File: src/rtl/serial_logic_datapath.sv
// Two N-bit shift registers A and B. Each shift step computes one bit from their LSBs
// and routes the result back in at the MSB; Op_Done pulses after every N shifts.
module serial_logic_datapath #(
    parameter int N = 4
) (
    input  logic         Clk,
    input  logic         Reset,
    input  logic         Ld_A,
    input  logic         Ld_B,
    input  logic         Shift_En,
    input  logic [N-1:0] Din,
    input  logic [2:0]   F,
    input  logic [1:0]   R,
    output logic [N-1:0] A_out,
    output logic [N-1:0] B_out,
    output logic         Op_Done
);
    localparam int CW = $clog2(N);
    localparam logic [CW-1:0] LAST = CW'(N - 1);

    logic [N-1:0]  a_q, a_d, b_q, b_d;
    logic [2:0]    f_q, f_d;
    logic [1:0]    r_q, r_d;
    logic          run_active_q, run_active_d;
    logic [CW-1:0] cnt_q, cnt_d;
    logic          done_q, done_d;

    logic       load, shift;
    logic [2:0] f_sel;
    logic [1:0] r_sel;
    logic       a0, b0, f_bit, a_in, b_in;

    assign load  = Ld_A | Ld_B;
    assign shift = Shift_En & ~load;
    assign a0    = a_q[0];
    assign b0    = b_q[0];

    // The first step of a run uses the live switches; later steps use the captured copy.
    assign f_sel = run_active_q ? f_q : F;
    assign r_sel = run_active_q ? r_q : R;

    always_comb begin
        f_bit = 1'b0;
        case (f_sel)
            3'b000:  f_bit = a0 & b0;
            3'b001:  f_bit = a0 | b0;
            3'b010:  f_bit = a0 ^ b0;
            3'b011:  f_bit = 1'b1;
            3'b100:  f_bit = ~(a0 & b0);
            3'b101:  f_bit = ~(a0 | b0);
            3'b110:  f_bit = ~(a0 ^ b0);
            default: f_bit = 1'b0;
        endcase
    end

    always_comb begin
        a_in = a0;
        b_in = b0;
        case (r_sel)
            2'b00:   begin a_in = a0;    b_in = b0;    end
            2'b01:   begin a_in = a0;    b_in = f_bit; end
            2'b10:   begin a_in = f_bit; b_in = b0;    end
            default: begin a_in = b0;    b_in = a0;    end
        endcase
    end

    always_comb begin
        a_d          = a_q;
        b_d          = b_q;
        f_d          = f_q;
        r_d          = r_q;
        run_active_d = 1'b0;
        cnt_d        = cnt_q;
        done_d       = 1'b0;
        if (load) begin
            if (Ld_A) a_d = Din;
            if (Ld_B) b_d = Din;
            cnt_d = '0;
        end else if (shift) begin
            a_d          = {a_in, a_q[N-1:1]};
            b_d          = {b_in, b_q[N-1:1]};
            run_active_d = 1'b1;
            if (!run_active_q) begin
                f_d = F;
                r_d = R;
            end
            if (cnt_q == LAST) begin
                cnt_d  = '0;
                done_d = 1'b1;
            end else begin
                cnt_d = cnt_q + 1'b1;
            end
        end
    end

    always_ff @(posedge Clk) begin
        if (Reset) begin
            a_q          <= '0;
            b_q          <= '0;
            f_q          <= '0;
            r_q          <= '0;
            run_active_q <= 1'b0;
            cnt_q        <= '0;
            done_q       <= 1'b0;
        end else begin
            a_q          <= a_d;
            b_q          <= b_d;
            f_q          <= f_d;
            r_q          <= r_d;
            run_active_q <= run_active_d;
            cnt_q        <= cnt_d;
            done_q       <= done_d;
        end
    end

    assign A_out   = a_q;
    assign B_out   = b_q;
    assign Op_Done = done_q;
endmodule

File: config.mk
export PLATFORM = sky130hd
export DESIGN_NAME = serial_logic_datapath
export DESIGN_NICKNAME = d
export VERILOG_FILES = /design/src/rtl/serial_logic_datapath.sv
export SDC_FILE = /design/constraint.sdc
export NUM_CORES = 1
export LEC_CHECK = 0
export CAP_MARGIN = 15
export CORE_UTILIZATION = 45
export CTS_BUF_LIST = sky130_fd_sc_hd__clkbuf_4
export DETAILED_ROUTE_END_ITERATION = 7
export PLACE_DENSITY = 0.74
export SYNTH_ARGS = -nofsm -noshare
export SYNTH_HDL_FRONTEND = slang
export SYNTH_SLANG_ARGS = --single-unit
File: constraint.sdc
create_clock -name Clk -period 2.05 [get_ports Clk]
set_input_delay 0.3075 -clock Clk [delete_from_list [all_inputs] [get_ports Clk]]
set_output_delay 0.3075 -clock Clk [all_outputs]
set_load 0.1 [all_outputs]
Yosys cells after proc, flatten, opt, wreduce, memory -nomap -nowiden
Index checks and enable logic that the tools add are counted.

storage, ports and cells
  register bits = 17
  bits of input ports = 14
  output and inout port bits = 9

operators by class
  add/subtract/negate cells = 1
  equality and inequality tests = 11
  multiplexer cells = 14
  bitwise operators = 10
  reductions and logical operators = 10

operators with widths
  kind                                            count
  2-to-1 mux 4 bit                                6
  == test 3 bit (second input constant)           3
  case mux 1 bit (7 select lines)                 1
  == test 3 x 2 -> 1 bit (second input constant)  2
  AND reduction 2 bit                             3
  OR reduction 2 bit                              3
  inverter 1 bit                                  5
  == test 2 bit (second input constant)           2
  2-to-1 mux 2 bit                                2
  != test 2 bit (second input constant)           2
  case mux 1 bit (2 select lines)                 2
  == test 3 x 1 -> 1 bit (second input constant)  1
  zero test 3 bit                                 1
  2-to-1 mux 3 bit                                1
  OR reduction 3 bit                              1
  adder 2 x 1 -> 2 bit (second input constant)    1
  AND 1 bit                                       2
  == test 2 x 1 -> 1 bit (second input constant)  1
  zero test 2 bit                                 1
  2-to-1 mux 1 bit                                2
  bitwise OR 1 bit                                2
  nonzero test 2 bit                              1
  XOR 1 bit                                       1

Longest topological paths before layout
Gate-level depths: netlist (run 1).

  depth after elaboration = 6
  mapped depth = 6

Least setup slack after synthesis (run 1)
OpenSTA, ideal clock, no wires.

  path kind = reg2reg
  start = register a_q[0] (netlist: A_out[0])
  end = register b_q[3] (netlist: B_out[3])
  data arrival time = 2.114 ns
  slack = -0.148 ns
  stages on the path, launching flop included = 7
  path buffers = 0
  period minus slack after synthesis = 2.198 ns
  path through = dfxtp_1 -> inv_1 -> ha_1 -> o211ai_1 -> o221a_1 -> a21oi_1 -> o31ai_2

on the way
  longest elaborated chain between the ends = 6

RTL lines
  element                                   RTL line    text
  start: declaration                        21          logic [N-1:0] a_q, a_d, b_q, b_d;
  start signal: assignment                  98          a_q <= '0;
  start signal: assignment                  106         a_q <= a_d;
  XOR 1 bit (tied with other cells)         47, 51
  inverter 1 bit, on equally long branches  51, 49, 50
  case mux 1 bit (7 select lines)           44          case (f_sel)
  case mux 1 bit (2 select lines) (*)       59          case (r_sel)
  2-to-1 mux 4 bit (*)                      79          end else if (shift) begin
  2-to-1 mux 4 bit (*)                      75          if (load) begin
  end signal: assignment                    99          b_q <= '0;
  end signal: assignment                    107         b_q <= b_d;
  end: declaration                          21

Every way passes the cells marked *; elsewhere a longest branch is shown, timed or not. The select of a mux whose other input is x is not followed.
A chain may end at the register's enable or synchronous reset.

Worst setup path after layout (run 1)
  start = input port Shift_En
  end = register b_q[3] (netlist: B_out[3])

on the way
  longest elaborated chain between the ends = 3

RTL lines
  element                               RTL line  text
  start: declaration                    10        input logic Shift_En,
  AND 1 bit                             34        assign shift = Shift_En & ~load;
  nonzero test 2 bit (no source line)   --
  AND reduction 2 bit (no source line)  --

Every way passes these cells.

==> flow_metrics.py, run 1 <==
metrics = {
    "outcome": {
        "status": "completed",
    },
    "synthesis": {
        "synthArstFlopShare_pct": 0,
        "synth_flop_cell": "dfxtp_1",
        "synth_cell_types": 31,
        "ys_ff_latch": 17,
        "syn_area_per_cell_um2": 8.64,
        "ys.warnings.count": 0,
        "synth_xor_area_share_pct": 0,
        "syn_area_um2": 933,
        "synth-compound-area-share_pct": 26.1,
        "synth_fa_ha_area_share_pct": 4.02,
        "syn_nets": 125,
        "synth-edff-count": 0,
        "synth_mux_area_share_pct": 6.84,
        "seq_area_frac_synth_pct": 36.5,
        "syn_inst": 108,
        "synth.most_common_cell": "dfxtp_1",
        "synth_top_family_by_area": "compound AO/OA/AOI/OAI gates",
        "yosysTopAreaCellShare_pct": 36.5,
        "yosys.area_share.simple_pct": 20.8,
        "yosysTopAreaCell": "dfxtp_1",
        "yosys-top-cells-count": "17 x dfxtp_1, 12 x a21oi_1, 12 x nor2_1, 6 x a211oi_1, 6 x o21ai_0",
        "synthTopCellsByArea": "dfxtp_1 36%, a21oi_1 6.4%, mux2i_1 5.4%",
    },
    "power": {
        "p_switching_uw": 284,
        "peakVddDrop_mv": 0.432,
        "p_leak_nw": 0.461,
        "p_seq_share_pct": 45.9,
        "swShare_pct": 35.3,
        "comb_power_share_pct": 30.6,
        "power_density_nw_per_um2": 683,
        "power.internal_uw": 522,
        "p_clk_share_pct": 23.5,
    },
    "cts": {
        "cts_buffers": 3,
        "clkSinkCount": 17,
        "h-tree-depth": 1,
        "cts_setup_buffers": 0,
        "clk_latency_ps": 290,
        "clockBufferDepth": 2,
        "ctsHoldBuffers": 0,
        "ctsResizeCount": 0,
        "cts_tree": "done",
        "cts_root_buf": "clkbuf_4",
        "path_clk_slew_ps": 90,
    },
    "setup_path": {
        "crit_arrival_ps": 1760,
        "crit_path_end_kind": "flip-flop",
        "rr_endpoint": "B_out[3]$_SDFFE_PP0P_",
        "path_max_fanout": 8,
        "endpoint": "B_out[3]$_SDFFE_PP0P_",
        "r2r_start": "run_active_q$_SDFF_PP0_",
        "cp-startpoint": "Shift_En",
        "ff2ff_setup_slack_ps": 470,
        "path_class": "in -> reg",
        "worstRegToRegCells": 4,
        "critPathLaunchType": "primary input",
        "crit_required_ps": 2230,
    },
    "timing": {
        "max_freq_mhz": 633,
        "finalCritPeriodShare_pct": 77.1,
        "finalSetupTns_ps": 0,
        "slew_viol_final": 0,
        "fin_skew_ps": 2.92,
        "setup_violations": 0,
        "hold_viol": 0,
        "slew_headroom_pct": 63.7,
        "period_minus_slack_ps": 1580,
        "fin_hold_ws_ps": 483,
        "tightest_slew_ps": 544,
        "grt_setup_unrepaired": "no",
    },
    "global_routing": {
        "grt_max_degree": 17,
        "track_usage_pct": 17.5,
        "grt_overflow_total": 0,
        "grt_pass1_wl_um": 2730,
        "antenna_found_initial": 0,
        "grt_pass1_vias": 661,
    },
    "finish": {
        "syn_to_final_growth_pct": 26.5,
        "diodes": 0,
        "final_nets": 150,
        "drive_above_1_share_pct": 16.7,
    },
    "job": {
        "maxCapViolCount": 0,
    },
    "drt": {
        "wire_per_inst_um": 11.8,
        "ant_nets": 0,
        "dr_total_vias": 844,
        "drt_iter0_markers": 16,
        "via_per_inst": 5.31,
        "drt_pass1_iterations": 3,
        "drc": 0,
        "wl_um": 1870,
    },
    "place": {
        "dp_hpwl_um": 1480,
        "port_buffers": 22,
        "place_congestion": 0.787,
    },
    "die": {
        "initial_core_util_pct": 47.6,
        "ios": 23,
        "die_h_um": 47.5,
        "num_rows": 16,
        "dieArea_um2": 2260,
        "core_um2": 1960,
        "die_x_um": 47.5,
    },
    "worst_hold_path": {
        "hp-class": "reg -> reg",
    },
}
==> through the flow <==
stage | total power [mW] | util [%] | area (µm²) | std cells | setup slack [ps]
final | 0.806 | 60.2 | 1180 | 159 | 469
after global routing | 0.847 | 60.2 | 1180 | 159 | 348
after CTS | 0.815 | 60.2 | 1180 | 159 | 447
after detailed placement | 0.624 | 58.7 | 1150 | 155 | 154
after global placement | 0.622 | 58.7 | 1150 | 155 | 210
after floorplan | 0.554 | - | 936 | 108 | 207
==> critical path, stage by stage <==
cell and delay (ps):
clkdlybuf4s50_1 610, or3b_4 460, a21o_1 160, o21ai_1 140
o31ai_2 80
==> power groups by stage <==
stage,clock network [mW],logic [mW],registers (mW)
after floorplan,0,0.0832,0.471
after global placement,0,0.244,0.378
after detailed placement,0,0.247,0.377
after CTS,0.198,0.248,0.370
after global routing,0.211,0.263,0.373
final,0.190,0.247,0.370
==> state kept, by name, summed over array words and instances, names as in the netlist <==
| signal | flops |
|---|---|
| run_active_q | 1 |
| A_out | 4 |
| Op_Done | 1 |
| r_q | 2 |
| B_out | 4 |
| f_q | 3 |
| cnt_q | 2 |
==> area by class of cell <==
cell class / count / area (µm²)
Fill cell: 190 / 781
Multi-Input combinational cell: 82 / 539
Sequential cell: 17 / 343
Timing Repair Buffer: 25 / 220
Tap cell: 27 / 33.8
Clock buffer: 4 / 30.0
Inverter: 4 / 15.0
==> layer usage <==
metal / track usage, % / share of wire, %
met4: 5.00 / 1.1
met5: 0 / 0
met3: 5.66 / 3.6
met2: 27.7 / 46
met1: 22.9 / 49
==> how the worst min path moves through the flow <==
stage / start / endpoint / slack [ps] / cells past startpoint
finish: f_q[2]$_SDFFE_PP0P_ / f_q[2]$_SDFFE_PP0P_ / 480 / 2
floorplan: Reset / r_q[1]$_SDFFE_PP0P_ / 380 / 1
global placement: f_q[2]$_SDFFE_PP0P_ / f_q[2]$_SDFFE_PP0P_ / 470 / 2
detailed placement: f_q[2]$_SDFFE_PP0P_ / f_q[2]$_SDFFE_PP0P_ / 470 / 2
CTS: f_q[2]$_SDFFE_PP0P_ / f_q[2]$_SDFFE_PP0P_ / 490 / 2
global route: f_q[2]$_SDFFE_PP0P_ / f_q[2]$_SDFFE_PP0P_ / 520 / 2
==> logic make-up after synthesis <==
kind of cell             Yosys count
AND/OR/NAND/NOR                   36
adder cells (fa/ha/maj)            3
buffers and inverters              9
AO/OA/AOI/OAI                     37
multiplexers                       6
flip-flops                        17
==> layout by cell type (no fill, tap or decap), types with 2 or more instances in the layout <==
master,instances
dfxtp_2,2
a21oi_1,12
clkdlybuf4s50_1,13
clkbuf_4,4
a311oi_1,2
ha_1,3
buf_4,12
mux2i_1,5
nor3_1,4
a21o_1,2
nand2b_1,4
a211oi_1,6
o21ai_1,2
inv_1,4
a221oi_1,2
nor2_1,12
nor2b_1,5
dfxtp_1,15
nand2_1,4
o21ai_0,6
nor3b_1,3
(Power assumes the default switching activity.)
==> run 2, diff against run 1 <==
--- a/config.mk
+++ b/config.mk
@@ -9,7 +9,7 @@
 export CORE_UTILIZATION = 45
 export CTS_BUF_LIST = sky130_fd_sc_hd__clkbuf_4
 export DETAILED_ROUTE_END_ITERATION = 7
-export PLACE_DENSITY = 0.74
+export PLACE_DENSITY = 0.77
 export SYNTH_ARGS = -nofsm -noshare
 export SYNTH_HDL_FRONTEND = slang
 export SYNTH_SLANG_ARGS = --single-unit
==> constraint.sdc (replaced) <==
create_clock -name Clk -period 1.3 [get_ports Clk]
set_input_delay 0.195 -clock Clk [delete_from_list [all_inputs] [get_ports Clk]]
set_output_delay 0.195 -clock Clk [all_outputs]
set_load 0.1 [all_outputs]
==> run 2 against run 1 <==
Effect of this change:
- the flow now finishes with violations (negative setup slack)
- die area is the same
- clock skew shrank 2.4 ps
- flip-flop and latch count is the same
- design area grew 27%
- non-clock buffer count grew 18
- global-route usage grew 3.3 points
- wire length grew 21%
- register-to-register slack lost 630 ps
- worst hold slack lost 120 ps
- highest routed layer unchanged
==> flow_metrics.py, run 2 (synthesis gave the netlist of run 1 again) <==
metrics = {
    "cts": {
        "clockBufferDepth": 2,
        "cts_root_buf": "clkbuf_4",
        "cts_buffers": 3,
        "h-tree-depth": 1,
        "clkSinkCount": 17,
        "path_clk_slew_ps": 90,
        "clk_latency_ps": 280,
        "cts_tree": "done",
    },
    "place": {
        "dp_hpwl_um": 1810,
        "place_congestion": 0.777,
        "place_inst": 172,
        "port_buffers": 22,
        "dp_slack_ps": -438,
        "dpl_cell_area_um2": 1430,
    },
    "power": {
        "p_switching_uw": 484,
        "power.total_mw": 1.42,
        "p_clk_share_pct": 20.6,
        "peakVddDrop_mv": 0.879,
        "comb_power_share_pct": 38.1,
        "power.internal_uw": 933,
        "p_leak_nw": 0.610,
        "power_density_nw_per_um2": 944,
        "p_seq_share_pct": 41.3,
        "swShare_pct": 34.2,
    },
    "timing": {
        "fin_skew_ps": 0.555,
        "max_freq_mhz": 687,
        "slew_viol_final": 0,
        "hold_viol": 0,
        "grt_setup_unrepaired": "yes",
        "tightest_slew_ps": 351,
        "setup_ws_ps": -156,
        "finalSetupTns_ps": -312,
        "fin_hold_ws_ps": 364,
        "period_minus_slack_ps": 1460,
        "setup_violations": 2,
        "slew_headroom_pct": 76.6,
        "finalCritPeriodShare_pct": 112,
    },
    "setup_path": {
        "path_max_fanout": 2,
        "crit_chain": "inv_4, ha_4, o21ai_1, o221a_1, and3_4, o31ai_1",
        "crit_required_ps": 1490,
        "worstRegToRegCells": 6,
        "cp_slowest_cell": "dfxtp_4",
        "crit_arrival_ps": 1650,
        "crit_path_end_kind": "flip-flop",
        "critPathLaunchType": "flip-flop",
        "crit_path_max_incr_delay_ps": 370,
        "path_class": "reg -> reg",
    },
    "global_routing": {
        "grt_overflow_total": 0,
        "track_usage_pct": 20.8,
        "grt_pass1_wl_um": 3280,
        "grt_max_degree": 13,
        "antenna_found_initial": 0,
        "grt_pass1_vias": 820,
    },
    "drt": {
        "via_per_inst": 5.22,
        "drc": 0,
        "drt_pass1_iterations": 3,
        "wire_per_inst_um": 12.8,
        "drt_iter0_markers": 9,
        "wl_um": 2270,
        "dr_total_vias": 924,
        "ant_nets": 0,
    },
    "worst_hold_path": {
        "holdPathStages": 3,
        "hp-class": "in -> reg",
    },
    "finish": {
        "fin_util_pct": 76.5,
        "drive_above_1_share_pct": 38.0,
        "syn_to_final_growth_pct": 60.9,
        "layout_common_cells": "21 x buf_4, 11 x nor2_1, 11 x a21oi_1, 10 x clkdlybuf4s50_1, 9 x buf_12",
        "fin_area_um2": 1500,
        "diodes": 0,
        "final_common_cell": "buf_4",
        "fin_cells": 177,
        "final_nets": 168,
    },
    "job": {
        "maxCapViolCount": 0,
    },
    "die": {
        "die_x_um": 47.5,
        "ios": 23,
        "num_rows": 16,
        "core_um2": 1960,
        "die_h_um": 47.5,
        "dieArea_um2": 2260,
        "initial_core_util_pct": 47.6,
    },
    "outcome": {
        "failed_checks": "negative setup slack",
        "status": "finished with violations",
    },
}
run 2: changes by cell type in the layout (fill, tap and decap cells not counted), moves of 3 or more:
cell,before,now
buf_4,12,21
buf_12,0,9
dfxtp_2,2,7
clkdlybuf4s50_1,13,10
dfxtp_1,15,8
run 2: repair_timing:
action | in CTS | in global routing
gates resized for setup | 5 | 8
setup endpoints to repair | 11 | 12
pin swaps | 2 | 0
hold buffers | 0 | 0
buffers inserted | 1 | 0
run 2: final timing paths:
path / startpoint / to / slack [ps]
worst max-delay path: A_out[0]$_SDFFE_PP0P_ / A_out[3]$_SDFFE_PP0P_ / -160
worst min-delay path: Shift_En / r_q[0]$_SDFFE_PP0P_ / 360
worst max register to register: A_out[0]$_SDFFE_PP0P_ / A_out[3]$_SDFFE_PP0P_ / -160
worst min register to register: f_q[2]$_SDFFE_PP0P_ / f_q[2]$_SDFFE_PP0P_ / 490
run 2: layer usage:
layer | up-vias | wire length [µm] | global-route usage, %
met3 | 2 | 63 | 3.77
li1 | 486 | - | -
met2 | 13 | 1160 | 37.5
met1 | 423 | 1030 | 25.2
met4 | 0 | 14 | 6.11
met5 | - | 0 | 0
run 2: layout make-up:
type,count,area (µm²)
Multi-Input combinational cell,82,589
Timing Repair Buffer,43,472
Fill cell,159,460
Sequential cell,17,357
Tap cell,27,33.8
Clock buffer,4,30.0
Inverter,4,20.0
run 2: worst max-delay path, delay by kind of cell, from the launching register on:
family,cells,cell delay (ps)
AO/OA/AOI/OAI,3,500
buffers and inverters,1,40
adder cells (fa/ha/maj),1,270
AND/OR/NAND/NOR,1,190
flip-flops,1,370
run 2: power groups by stage:
| stage | clock, mW | combinational, mW | sequential, mW |
|---|---|---|---|
| final | 0.291 | 0.540 | 0.585 |
| after floorplan | 0 | 0.141 | 0.748 |
| after global routing | 0.322 | 0.570 | 0.589 |
| after detailed placement | 0 | 0.527 | 0.596 |
| after CTS | 0.301 | 0.533 | 0.585 |
| after global placement | 0 | 0.513 | 0.595 |
